==> config.mk <==
export PLATFORM = sky130hd
export DESIGN_NAME = sd_host_cmd_engine_flat
export DESIGN_NICKNAME = d
export VERILOG_FILES = /design/src/rtl/sd_host_cmd_engine_if.sv /design/src/rtl/sd_host_cmd_engine.sv /design/src/flat_wrapper.sv
export SDC_FILE = /design/constraint.sdc
export NUM_CORES = 1
export LEC_CHECK = 0
export ABC_AREA = 1
export BUFFER_PORTS_ARGS = -buffer_cell sky130_fd_sc_hd__buf_2
export CAP_MARGIN = 20
export CORE_AREA = 2 2 182 184
export DETAILED_ROUTE_END_ITERATION = 6
export DIE_AREA = 0 0 184 186
export PLACE_DENSITY_LB_ADDON = 0.3
export SLEW_MARGIN = 20
export SYNTH_ARGS = -nofsm -noshare
export SYNTH_HDL_FRONTEND = slang
export SYNTH_SLANG_ARGS = --single-unit
==> constraint.sdc <==
create_clock -name i_clk -period 2.45 [get_ports i_clk]
set_clock_uncertainty 0.1 [all_clocks]
set_input_delay 0.1225 -clock i_clk [delete_from_list [all_inputs] [get_ports i_clk]]
set_output_delay 0.1225 -clock i_clk [all_outputs]
set_load 0.1 [all_outputs]
==> src/rtl/sd_host_cmd_engine_if.sv <==
// Host-side request/response bus of the SD command-line engine.
//   i_request/i_rtype/i_cmd/i_arg : command request from the host controller
//   o_busy/o_done/o_err           : transaction status
//   o_resp_idx/o_resp_arg         : decoded response fields
// master = host controller side, slave = command engine side.
interface sd_host_cmd_engine_if;
  logic         i_request;
  logic [1:0]   i_rtype;
  logic [5:0]   i_cmd;
  logic [31:0]  i_arg;
  logic         o_busy;
  logic         o_done;
  logic [1:0]   o_err;
  logic [5:0]   o_resp_idx;
  logic [119:0] o_resp_arg;

  modport master (
    output i_request, i_rtype, i_cmd, i_arg,
    input  o_busy, o_done, o_err, o_resp_idx, o_resp_arg
  );

  modport slave (
    input  i_request, i_rtype, i_cmd, i_arg,
    output o_busy, o_done, o_err, o_resp_idx, o_resp_arg
  );
endinterface

==> src/rtl/sd_host_cmd_engine.sv <==
// Host-side SD CMD-line engine. Sends one 48-bit command frame, waits for
// the response start bit, receives an R1/R6/R7, R2 or R3 response, checks
// framing and CRC7 and reports status.
// Ports:
//   i_clk, i_reset_n : system clock, synchronous active-low reset
//   i_ckstb          : one-cycle strobe per SD clock; CMD line activity only here
//   host             : request/response bus (slave side)
//   o_cmd_en         : host drives the CMD pin
//   o_cmd_data       : value driven on the CMD pin
//   i_cmd_line       : sampled CMD pin
module sd_host_cmd_engine #(
  parameter int unsigned TIMEOUT = 64,  // response start-bit wait, in strobes (<= 255)
  parameter int unsigned NCC     = 8    // idle strobes after each transaction (<= 255)
) (
  input  logic                 i_clk,
  input  logic                 i_reset_n,
  input  logic                 i_ckstb,
  sd_host_cmd_engine_if.slave  host,
  output logic                 o_cmd_en,
  output logic                 o_cmd_data,
  input  logic                 i_cmd_line
);

  typedef enum logic [2:0] {S_IDLE, S_TX, S_WAIT, S_RX, S_GAP} state_e;
  typedef enum logic [1:0] {ERR_OK, ERR_TIMEOUT, ERR_CRC, ERR_FRAME} err_e;

  state_e        state_q, state_d;
  logic [7:0]    cnt_q, cnt_d;
  logic [47:0]   txsr_q, txsr_d;
  logic [133:0]  rxsr_q, rxsr_d;
  logic [6:0]    crc_q, crc_d;
  logic [1:0]    rtype_q, rtype_d;
  logic          cmd_en_q, cmd_en_d;
  logic          cmd_data_q, cmd_data_d;
  logic          done_q, done_d;
  err_e          err_q, err_d;
  logic [5:0]    idx_q, idx_d;
  logic [119:0]  arg_q, arg_d;

  // Received bits 1..N with the bit being sampled now in the LSB; bit k of
  // the frame sits at rx_w[len-1-k] once the last bit is present.
  logic [134:0]  rx_w;
  logic [7:0]    last_bit;
  logic          crc_cover;
  logic          trans_bad;
  logic          crc_bad;

  function automatic logic [6:0] crc7_step(input logic [6:0] c, input logic b);
    logic fb;
    fb = c[6] ^ b;
    return {c[5:0], 1'b0} ^ (fb ? 7'h09 : 7'h00);
  endfunction

  function automatic logic [6:0] crc7_40(input logic [39:0] d);
    logic [6:0]  c;
    logic [39:0] s;
    c = '0;
    s = d;
    for (int unsigned i = 0; i < 40; i++) begin
      c = crc7_step(c, s[39]);
      s = {s[38:0], 1'b0};
    end
    return c;
  endfunction

  assign rx_w      = {rxsr_q, i_cmd_line};
  assign last_bit  = (rtype_q == 2'd2) ? 8'd135 : 8'd47;
  // The start bit is a leading zero and leaves a zero-initialised CRC
  // unchanged, so 48-bit coverage can begin at bit 1.
  assign crc_cover = ((rtype_q == 2'd1) && (cnt_q <= 8'd39)) ||
                     ((rtype_q == 2'd2) && (cnt_q >= 8'd8) && (cnt_q <= 8'd127));
  assign trans_bad = (rtype_q == 2'd2) ? rx_w[134] : rx_w[46];
  assign crc_bad   = (rtype_q != 2'd3) && (crc_q != rx_w[7:1]);

  always_ff @(posedge i_clk) begin
    if (!i_reset_n) begin
      state_q    <= S_IDLE;
      cnt_q      <= '0;
      txsr_q     <= '0;
      rxsr_q     <= '0;
      crc_q      <= '0;
      rtype_q    <= '0;
      cmd_en_q   <= 1'b0;
      cmd_data_q <= 1'b1;
      done_q     <= 1'b0;
      err_q      <= ERR_OK;
      idx_q      <= '0;
      arg_q      <= '0;
    end else begin
      state_q    <= state_d;
      cnt_q      <= cnt_d;
      txsr_q     <= txsr_d;
      rxsr_q     <= rxsr_d;
      crc_q      <= crc_d;
      rtype_q    <= rtype_d;
      cmd_en_q   <= cmd_en_d;
      cmd_data_q <= cmd_data_d;
      done_q     <= done_d;
      err_q      <= err_d;
      idx_q      <= idx_d;
      arg_q      <= arg_d;
    end
  end

  always_comb begin
    state_d    = state_q;
    cnt_d      = cnt_q;
    txsr_d     = txsr_q;
    rxsr_d     = rxsr_q;
    crc_d      = crc_q;
    rtype_d    = rtype_q;
    cmd_en_d   = cmd_en_q;
    cmd_data_d = cmd_data_q;
    done_d     = 1'b0;
    err_d      = err_q;
    idx_d      = idx_q;
    arg_d      = arg_q;
    case (state_q)
      S_IDLE: begin
        if (host.i_request) begin
          rtype_d = host.i_rtype;
          txsr_d  = {2'b01, host.i_cmd, host.i_arg,
                     crc7_40({2'b01, host.i_cmd, host.i_arg}), 1'b1};
          cnt_d   = '0;
          err_d   = ERR_OK;
          idx_d   = '0;
          arg_d   = '0;
          state_d = S_TX;
        end
      end
      S_TX: begin
        if (i_ckstb) begin
          // Strobe 49 closes the end-bit period and releases the line.
          if (cnt_q == 8'd48) begin
            cmd_en_d   = 1'b0;
            cmd_data_d = 1'b1;
            cnt_d      = '0;
            crc_d      = '0;
            if (rtype_q == 2'd0) begin
              done_d  = 1'b1;
              err_d   = ERR_OK;
              state_d = S_GAP;
            end else begin
              state_d = S_WAIT;
            end
          end else begin
            cmd_en_d   = 1'b1;
            cmd_data_d = txsr_q[47];
            txsr_d     = {txsr_q[46:0], 1'b0};
            cnt_d      = cnt_q + 8'd1;
          end
        end
      end
      S_WAIT: begin
        if (i_ckstb) begin
          if (!i_cmd_line) begin
            cnt_d   = 8'd1;
            state_d = S_RX;
          end else if (32'(cnt_q) + 32'd1 == TIMEOUT) begin
            done_d  = 1'b1;
            err_d   = ERR_TIMEOUT;
            cnt_d   = '0;
            state_d = S_GAP;
          end else begin
            cnt_d = cnt_q + 8'd1;
          end
        end
      end
      S_RX: begin
        if (i_ckstb) begin
          rxsr_d = rx_w[133:0];
          if (crc_cover) crc_d = crc7_step(crc_q, i_cmd_line);
          cnt_d = cnt_q + 8'd1;
          if (cnt_q == last_bit) begin
            done_d  = 1'b1;
            cnt_d   = '0;
            state_d = S_GAP;
            if (trans_bad || !i_cmd_line) err_d = ERR_FRAME;
            else if (crc_bad)             err_d = ERR_CRC;
            else                          err_d = ERR_OK;
            if (rtype_q == 2'd2) begin
              idx_d = rx_w[133:128];
              arg_d = rx_w[127:8];
            end else begin
              idx_d = rx_w[45:40];
              arg_d = {88'd0, rx_w[39:8]};
            end
          end
        end
      end
      S_GAP: begin
        if (i_ckstb) begin
          if (32'(cnt_q) + 32'd1 == NCC) begin
            cnt_d   = '0;
            state_d = S_IDLE;
          end else begin
            cnt_d = cnt_q + 8'd1;
          end
        end
      end
      default: state_d = S_IDLE;
    endcase
  end

  always_comb begin
    host.o_busy     = (state_q != S_IDLE);
    host.o_done     = done_q;
    host.o_err      = err_q;
    host.o_resp_idx = idx_q;
    host.o_resp_arg = arg_q;
    o_cmd_en        = cmd_en_q;
    o_cmd_data      = cmd_data_q;
  end

endmodule
==> src/flat_wrapper.sv <==
// flat-port wrapper written by rule: the top's interface ports become plain ports
module sd_host_cmd_engine_flat 
#(
  parameter int unsigned TIMEOUT = 64,                                                 
  parameter int unsigned NCC     = 8                                                   
)
  (i_clk, i_reset_n, i_ckstb, o_cmd_en, o_cmd_data, i_cmd_line, host_i_request, host_i_rtype, host_i_cmd, host_i_arg, host_o_busy, host_o_done, host_o_err, host_o_resp_idx, host_o_resp_arg);
  sd_host_cmd_engine_if host_i ();
  input  logic i_clk;
  input  logic i_reset_n;
  input  logic i_ckstb;
  output logic o_cmd_en;
  output logic o_cmd_data;
  input  logic i_cmd_line;
  input wire logic [$bits(host_i.i_request)-1:0] host_i_request;
  input wire logic [$bits(host_i.i_rtype)-1:0] host_i_rtype;
  input wire logic [$bits(host_i.i_cmd)-1:0] host_i_cmd;
  input wire logic [$bits(host_i.i_arg)-1:0] host_i_arg;
  output wire logic [$bits(host_i.o_busy)-1:0] host_o_busy;
  output wire logic [$bits(host_i.o_done)-1:0] host_o_done;
  output wire logic [$bits(host_i.o_err)-1:0] host_o_err;
  output wire logic [$bits(host_i.o_resp_idx)-1:0] host_o_resp_idx;
  output wire logic [$bits(host_i.o_resp_arg)-1:0] host_o_resp_arg;
  assign host_i.i_request = host_i_request;
  assign host_i.i_rtype = host_i_rtype;
  assign host_i.i_cmd = host_i_cmd;
  assign host_i.i_arg = host_i_arg;
  assign host_o_busy = host_i.o_busy;
  assign host_o_done = host_i.o_done;
  assign host_o_err = host_i.o_err;
  assign host_o_resp_idx = host_i.o_resp_idx;
  assign host_o_resp_arg = host_i.o_resp_arg;
  sd_host_cmd_engine #(.TIMEOUT(TIMEOUT), .NCC(NCC)) u_core (.i_clk(i_clk), .i_reset_n(i_reset_n), .i_ckstb(i_ckstb), .host(host_i), .o_cmd_en(o_cmd_en), .o_cmd_data(o_cmd_data), .i_cmd_line(i_cmd_line));
endmodule
# Word level (Yosys, flattened, before mapping)
# Cells that the tools add are included.
[op_classes]
n_addsub = 2
order_cmp = 3
eq_ne = 26
muxes = 106
bitwise = 77
n_reduce_logical = 24
[op_table]
columns = ["cell", "n"]
rows = [
  ["2-to-1 mux 120 bit", 4],
  ["XOR 7 bit", 38],
  ["one-hot mux 120 bit (2 select lines)", 1],
  ["2-to-1 mux 4 bit", 39],
  ["2-to-1 mux 48 bit", 3],
  ["one-hot mux 48 bit (2 select lines)", 1],
  ["2-to-1 mux 8 bit", 11],
  ["one-hot mux 8 bit (5 select lines)", 1],
  ["XOR 1 bit", 37],
  ["2-to-1 mux 3 bit", 11],
  ["equality test 32 x 4 -> 1 bit (second input constant)", 1],
  ["equality test 32 x 7 -> 1 bit (second input constant)", 1],
  ["2-to-1 mux 7 bit", 4],
  ["2-to-1 mux 6 bit", 4],
  ["2-to-1 mux 2 bit", 11],
  ["!= test 2 bit (second input constant)", 8],
  ["one-hot mux 3 bit (5 select lines)", 1],
  ["one-hot mux 7 bit (2 select lines)", 1],
  ["!= test 2 x 1 -> 1 bit (second input constant)", 6],
  ["one-hot mux 6 bit (2 select lines)", 1],
  ["2-to-1 mux 1 bit", 11],
  ["AND reduction 10 bit", 1],
  ["adder 8 x 1 -> 9 bit (second input constant)", 1],
  ["AND reduction 9 bit", 1],
  ["other kinds (30)", 40],
]
[word_totals]
ff_bits = 333
inputBits = 45
out_inout_bits = 132
word_cells = 250

# Depth between registers and ports, before layout
# Gate-level depths: netlist of the first run.
[depth]
depth_word = 113
mapped_depth = 27
mapped_depth_nobuf = 27

# Least setup slack after synthesis of the first run
# OpenSTA, ideal clock, no wires.
[synth_path]
path_kind = "reg-to-reg"
start = "register u_core.state_q[1]"
end = "register u_core.txsr_q[4]"
setup_ns = 0.133
t_arrival_ns = 2.337
t_required_ns = 2.217
path_slack_ns = -0.121
path_stages_with_launch = 11
n_path_buf = 1
period_less_slack_ns = 2.571
cell_sequence = "dfxtp_1 nor2_1 inv_1 nor2_1 inv_1 nor2_1 o22ai_1 clkbuf_1 nor2_1 nand2_1 a21oi_2"
[synth_between]
elab_chain_len = 3
elab_cells_between_ends = 8
cone_classes = "4 x eq/ne; 1 x mux; 3 x reduce/logical"
[synth_lines]
columns = ["item", "line_no", "text"]
rows = [
  ["start, declared", "sd_host_cmd_engine.sv:27", "state_e state_q, state_d;"],
  ["start signal, assigned", "sd_host_cmd_engine.sv:90", "state_q <= state_d;"],
  ["equality test 3 x 1 -> 1 bit / zero test 3 bit (equally long branches)", "sd_host_cmd_engine.sv:118", "case (state_q)"],
  ["!= test 2 bit (no source line) / nonzero test 2 bit (equally long branches)", "-", ""],
  ["AND reduction 4 bit (no source line)", "-", ""],
  ["end signal, assigned", "sd_host_cmd_engine.sv:92", "txsr_q <= txsr_d;"],
  ["end, declared", "sd_host_cmd_engine.sv:29", "logic [47:0] txsr_q, txsr_d;"],
]
# Parallel ways exist; a longest one is shown, timed or not.
# A chain may end at the register's enable or synchronous reset.

# Final worst setup path of the first run
[layout_path]
start = "register u_core.cnt_q[1]"
end = "register u_core.state_q[2]"
[layout_between]
elab_chain_len = 4
elab_cells_between_ends = 10
cone_classes = "1 x add/sub; 8 x eq/ne; 1 x reduce/logical"
[layout_lines]
columns = ["item", "line_no", "text"]
rows = [
  ["start, declared", "sd_host_cmd_engine.sv:28", "logic [7:0] cnt_q, cnt_d;"],
  ["start signal, assigned", "sd_host_cmd_engine.sv:91", "cnt_q <= cnt_d;"],
  ["adder 8 x 1 -> 9 bit", "sd_host_cmd_engine.sv:159, sd_host_cmd_engine.sv:193", ""],
  ["equality test 32 x 7 -> 1 bit / equality test 32 x 4 -> 1 bit (equally long branches)", "sd_host_cmd_engine.sv:159, sd_host_cmd_engine.sv:193", ""],
  ["!= test 3 x 2 -> 1 bit (no source line) / != test 2 x 1 -> 1 bit (equally long branches)", "-", ""],
  ["AND reduction 9 bit (no source line) *", "-", ""],
]
# Every way passes the cells marked *; elsewhere a longest branch is shown, timed or not.

==> flow_metrics.env, run 1 <==
export IMPL_status="completed"
export IMPL_synth_edf_count=0
export IMPL_numClockSinks=333
export IMPL_synthCells=1961
export IMPL_final_cell_mix="411 x nand2_1, 329 x dfxtp_1, 287 x a21oi_1, 279 x nand3_1, 171 x buf_2"
export IMPL_htree_levels=2
export IMPL_grt_pass1_vias=12170
export IMPL_layout_min_cycle_time_ps=2448
export IMPL_yosysSeqAreaShare_pct=46.75
export IMPL_grt_max_degree=84
export IMPL_io_buffer_count=176
export IMPL_r2r_end="u_core.state_q[2]"
export IMPL_area_growth_synth_to_final_pct=25.21
export IMPL_grt_usage_pct=20.41
export IMPL_via_count=13680
export IMPL_die_h_um=186
export IMPL_worstPathArrival_ps=2760
export IMPL_cts_path_max_buffers=3
export IMPL_core_area_um2=32210
export IMPL_crit_fanout=5
export IMPL_vias_per_cell=5.327
export IMPL_syn_num_nets=2009
export IMPL_rsz0062_at_grt="true"
export IMPL_critPathRequiredTime_ps=2770
export IMPL_std_cell_rows=66
export IMPL_antenna_found_initial=1
export IMPL_critPathSlowestCell="dfxtp_2"
export IMPL_dieArea_um2=34220
export IMPL_drt_iter0_markers=936
export IMPL_drv_slew=0
export IMPL_dp_worst_setup_slack_ps=-124.3
export IMPL_cts_root_buf="clkbuf_16"
export IMPL_path_delay_family="simple AND/OR/NAND/NOR gates"
export IMPL_ys_ff_latch=333
export IMPL_relSlewSlack_pct=52.85
export IMPL_placed_area_um2=15650
export IMPL_cellPowerDensity_nw_per_um2=978.1
export IMPL_fmax_ghz=0.4085
export IMPL_rr_worst_depth=16
export IMPL_overflow=0
export IMPL_synth_cell_types=37
export IMPL_dpl_cell_count=2447
export IMPL_final_common_cell="nand2_1"
export IMPL_ys_async_sr_fraction_pct=0
export IMPL_syn_cell_area_um2=14260
export IMPL_fin_area_um2=17860
export IMPL_path_buf_inv=1
export IMPL_endpoint_kind="flop"
export IMPL_place_gp_congestion=0.8491
export IMPL_worstSetupPathType="flop to flop"
export IMPL_fill_cells=3074
export IMPL_wl_per_cell_um=14.63
export IMPL_cpPeakStageDelay_ps=330
export IMPL_endpoint="u_core.state_q[2]"
export IMPL_worst_slew_pin_slew_ps=707.3
export IMPL_drtPass1Iterations=5
export IMPL_detailed_place_hpwl_mm=22.88
export IMPL_hold_viol=0
export IMPL_start_util_pct=44.28
export IMPL_r2r_start="u_core.cnt_q[1]"
export IMPL_yosysWarnings=0
export IMPL_setup_viol=0
export IMPL_synth_area_per_cell_um2=7.272
export IMPL_drv_cap=0
export IMPL_cts_tree="built"
export IMPL_rrSetupSlack_ps=2
export IMPL_finalCritPeriodShare_pct=99.91
export IMPL_seqCellArea_um2=6671
export IMPL_cts_buffers=37
export IMPL_grt_first_pass_wirelength_mm=58.75
export IMPL_final_setup_worst_slack_ps=2.254
export IMPL_antenna_left=0
export IMPL_multi_input_area_um2=6925
export IMPL_insertion_delay_ps=520
export IMPL_drcViolationCount=0
export IMPL_synthFlopType="dfxtp_1"
export IMPL_crit_start="u_core.cnt_q[1]"
export IMPL_layout_cells_non_filler=2568
export IMPL_io_pins=177
export IMPL_power_leakage_uw=0.007054
export IMPL_utilization_pct=55.45
export IMPL_drive_gt1_share_pct=19.96
export IMPL_cp_depth=16
export IMPL_routed_wl_mm=37.58
export IMPL_layout_nets=2183
export IMPL_min_path_type="input port to flop"
export IMPL_crit_chain="ha_2 > nand2_1 > inv_1 > nand3_2 > nor2_1 > nand2_1 > nor2_2 > nor4_4 > nand4_1 > nand3_2 > o21ai_4 > nor2_4 > nand2_2 > nor2_4 > o21ai_1 > a31oi_1"
export IMPL_cp_start_kind="flop"
export IMPL_clk_pin_slew_ps=50
export IMPL_die_width_um=184
export IMPL_vdd_drop_max_uv=802.3
-- sequential cells by signal, summed over array words and instances, names as in the netlist --
name / count
u_core.cnt_q: 8
u_core.crc_q: 7
u_core.host.o_done: 1
u_core.host.o_err: 2
u_core.host.o_resp_arg: 120
u_core.host.o_resp_idx: 6
u_core.o_cmd_data: 1
u_core.o_cmd_en: 1
u_core.rtype_q: 2
u_core.rxsr_q: 134
u_core.state_q: 3
u_core.txsr_q: 48
-- layout make-up --
type / count / share of cell area (%)
Sequential cell: 333 / 37.36
Timing Repair Buffer: 276 / 11.22
Inverter: 139 / 3.055
Multi-Input combinational cell: 1348 / 38.78
Clock buffer: 52 / 6.012
Tap cell: 408 / 2.859
Clock inverter: 11 / 0.6937
Antenna cell: 1 / 0.01401
-- layer usage --
layer / vias to the layer above / routed length, µm / GRT usage [%]
li1: 6917 / - / -
met1: 6347 / 16960 / 27.44
met2: 351 / 17630 / 33.30
met3: 65 / 2052 / 3.698
met4: 0 / 936 / 6.400
met5: - / 0 / 0
-- where the power goes --
part	internal, µW	switching, µW
Sequential	5900	202
Combinational	1870	4030
Clock	3260	2200
-- worst reg2reg max path: cells and delay by family, from the launching register on --
family	cells	cell delay, ps
and+or+nand+nor	11	1330
AOI/OAI and AO/OA	3	340
DFF	1	330
adders and majority gates	1	180
buffers and inverters	1	70
-- repair_timing --
action | 4_1_cts | 5_1_grt
endpoints found under the setup margin | 18 | 147
pin swaps | 7 | 62
cloned | 0 | 4
setup buffers | 7 | 9
hold buffers | 41 | 0
gates resized for setup | 15 | 106
hold endpoints to repair | 43 | 0
-- Yosys cell counts, types with 2 or more instances --
library cell    n  area [µm²]
nand2_1       451        1693
dfxtp_1       333        6666
nand3_1       297        1486
a21oi_1       289        1446
inv_1         131       491.7
clkbuf_1      116       435.4
nor2_1         88       330.3
a211oi_1       80       600.6
o21ai_0        37       185.2
nand2_2        31       193.9
buf_1          12       45.04
buf_2          12       60.06
nand3b_1       10       75.07
nor3_1          9       45.04
xnor2_1         9       78.83
xor2_1          7       61.31
nand4_1         6       37.54
inv_2           5       18.77
o211ai_1        5       37.54
a31oi_1         4       25.02
a21oi_2         3       26.28
a22oi_1         3       22.52
clkinv_1        3       11.26
ha_1            3       37.54
nor2_2          3       18.77
o22ai_1         2       12.51
o41ai_1         2       17.52
-- logic make-up (layout without fill, tap and decap cells) --
group           after synthesis  after routing  share of synthesized area [%]
simple gates                899            899                          27.45
compound gates              428            428                          16.83
flops                       333            333                          46.75
buf+inv                     280            478                          7.501
xor+xnor                     18             18                          1.211
fa+ha+maj                     3              3                         0.2632
other cells                   0              1                              0
-- worst min path at each step --
stage | from | end | slack (ps) | depth (start not counted)
6_report | host_i_cmd[5] | u_core.txsr_q[45] | 80 | 4
5_1_grt | host_i_request | u_core.txsr_q[1] | 90 | 6
4_1_cts | i_ckstb | u_core.state_q[1] | 30 | 4
3_3_place_gp | host_i_rtype[0] | u_core.rtype_q[0] | 300 | 3
2_1_floorplan | host_i_rtype[0] | u_core.rtype_q[0] | 160 | 2
3_5_place_dp | host_i_rtype[0] | u_core.rtype_q[0] | 310 | 3
-- through the flow --
step                hold slack (ps)  TNS [ps]  total power [µW]
finish                        76.17         0             17470
global route                  92.04     -2176             18410
global placement              301.4    -19.91             11180
detailed placement            311.9    -501.4             11260
CTS                           26.21         0             16900
floorplan                     157.4         0              9926
No activity file was read; power rests on OpenSTA's default activity.
==> inputs of run 2 (changes only) <==
Settings changed: RECOVER_POWER set to 100.
Clock period 2.45 ns to 2.3 ns, I/O delays scaled along.
==> run 2 against run 1 <==
Compared with the run above:
- combinational power grew 25%
- wire length grew 6.2%
- critical path type unchanged
- power grew 14%
- global-route usage grew 0.14 points
- clock-buffer cell count grew 6
- the run now ends with hold timing, setup timing left
- first-iteration DRC count shrank 9.6%
==> flow_metrics.env, run 2 (synthesis results as in run 1) <==
export IMPL_status="finished with violations"
export IMPL_violations="hold timing, setup timing"
export IMPL_worst_slew_pin_slew_ps=1300
export IMPL_vdd_drop_max_uv=623.1
export IMPL_crit_fanout=21
export IMPL_cpPeakStageDelay_ps=350
export IMPL_critPathRequiredTime_ps=2580
export IMPL_drv_slew=0
export IMPL_grt_first_pass_wirelength_mm=59.23
export IMPL_endpoint_kind="flop"
export IMPL_drv_cap=0
export IMPL_crit_start="u_core.state_q[0]"
export IMPL_drive_gt1_share_pct=16.79
export IMPL_min_from="host_i_arg[29]"
export IMPL_std_cell_rows=66
export IMPL_final_common_cell="nand2_1"
export IMPL_regMostFlops="u_core.rxsr_q"
export IMPL_cts_buffers=38
export IMPL_cellPowerDensity_nw_per_um2=1088
export IMPL_start_util_pct=44.28
export IMPL_drcViolationCount=0
export IMPL_dieArea_um2=34220
export IMPL_overflow=0
export IMPL_finalCritPeriodShare_pct=108.1
export IMPL_antenna_found_initial=1
export IMPL_die_h_um=186
export IMPL_cts_path_max_buffers=3
export IMPL_via_count=14044
export IMPL_core_area_um2=32210
export IMPL_worstPathArrival_ps=2770
export IMPL_layout_min_cycle_time_ps=2487
export IMPL_dpl_cell_count=2479
export IMPL_r2r_start="u_core.state_q[0]"
export IMPL_utilization_pct=56.99
export IMPL_grt_pass1_vias=12131
export IMPL_min_path_type="input port to flop"
export IMPL_crit_path_frequent_cell="nor2_1"
export IMPL_path_delay_family="buffers and inverters"
export IMPL_power_leakage_uw=0.006822
export IMPL_cts_root_buf="clkbuf_16"
export IMPL_setup_viol=59
export IMPL_rsz0062_at_grt="true"
export IMPL_numClockSinks=333
export IMPL_worstSetupPathType="flop to flop"
export IMPL_critPathSlowestCell="dfxtp_1"
export IMPL_drtPass1Iterations=5
export IMPL_layout_nets=2224
export IMPL_io_pins=177
export IMPL_path_buf_inv=4
export IMPL_routed_wl_mm=39.92
export IMPL_insertion_delay_ps=520
export IMPL_antenna_left=0
export IMPL_area_growth_synth_to_final_pct=28.70
export IMPL_final_cell_mix="409 x nand2_1, 328 x dfxtp_1, 286 x a21oi_1, 279 x nand3_1, 135 x clkbuf_1"
export IMPL_grt_max_degree=143
export IMPL_relSlewSlack_pct=13.73
export IMPL_wl_per_cell_um=15.28
export IMPL_detailed_place_hpwl_mm=23.27
export IMPL_whs_ps=-5.350
export IMPL_largest_reg_flops=134
export IMPL_final_setup_worst_slack_ps=-186.5
export IMPL_vias_per_cell=5.375
export IMPL_io_buffer_count=176
export IMPL_drt_iter0_markers=846
export IMPL_die_width_um=184
export IMPL_clk_pin_slew_ps=60
export IMPL_grt_usage_pct=20.55
export IMPL_place_gp_congestion=0.8728
export IMPL_fmax_ghz=0.4022
export IMPL_crit_chain="nor2_1 > inv_1 > nor2_4 > clkinvlp_2 > nor2_1 > o22ai_4 > buf_12 > clkbuf_16 > a22oi_1 > a21oi_1"
export IMPL_hold_viol=1
export IMPL_layout_cells_non_filler=2613
export IMPL_htree_levels=2
export IMPL_cts_tree="built"
export IMPL_cp_start_kind="flop"
-- run 2: per-stage QoR --
step / worst slack (ps) / total power, µW / hold slack (ps) / TNS (ps) / instance area (µm²)
2_1_floorplan: 14.72 / 10600 / 149.9 / 0 / 14290
3_3_place_gp: -140.9 / 12100 / 293.3 / -1471 / 15960
3_5_place_dp: -203.1 / 12180 / 327.1 / -4598 / 15960
4_1_cts: -23.71 / 18390 / 2.747 / -71.44 / 17660
5_1_grt: -313.3 / 20960 / 32.93 / -12150 / 18350
6_report: -186.5 / 19960 / -5.350 / -5596 / 18350
-- run 2: worst paths after layout --
path	endpoint	cells after the start	slack, ps
setup / recovery	u_core.txsr_q[1]	10	-190
hold / removal	u_core.txsr_q[37]	4	-5
setup reg to reg	u_core.txsr_q[1]	10	-190
hold reg to reg	u_core.rxsr_q[133]	2	350
-- run 2: area by class of cell --
cell class | count | area (µm²)
clock buffers | 58 | 1187
fillers | 3017 | 13850
diodes | 1 | 2.502
flip-flops and latches | 333 | 6673
inverters | 139 | 543.0
multi-input cells | 1348 | 7007
repair inverters | 1 | 8.758
well taps | 408 | 510.5
clock inverters | 10 | 97.59
repair buffers | 315 | 2325
-- run 2: what timing repair did --
| action | CTS | global route |
|---|---|---|
| setup buffers | 2 | 17 |
| gates resized for setup | 19 | 123 |
| hold buffers | 36 | 0 |
| hold endpoints to repair | 40 | 0 |
| gates cloned | 0 | 13 |
| pin swaps | 2 | 36 |
| endpoints found under the setup margin | 129 | 192 |
-- run 2: per-layer routing --
metal	track usage (%)	vias to the layer above	share of wire, %
li1	-	6998	-
met1	27.55	6595	45
met2	33.89	382	47
met3	3.385	69	5.4
met4	6.464	0	2.3
met5	0	-	0
-- run 2: worst register-to-register path: stages, from the launching register on --
cell	delay, ps
dfxtp_1	350
nor2_1	200
inv_1	130
nor2_4	150
clkinvlp_2	310
nor2_1	350
o22ai_4	190
buf_12	170
clkbuf_16	180
a22oi_1	150
a21oi_1	90
-- run 2: report_power, final --
part	switching, µW	leakage (µW)	internal (µW)
logic	4740	0.00348	2630
registers	207	0.00270	6290
clock network	2410	0.000644	3690
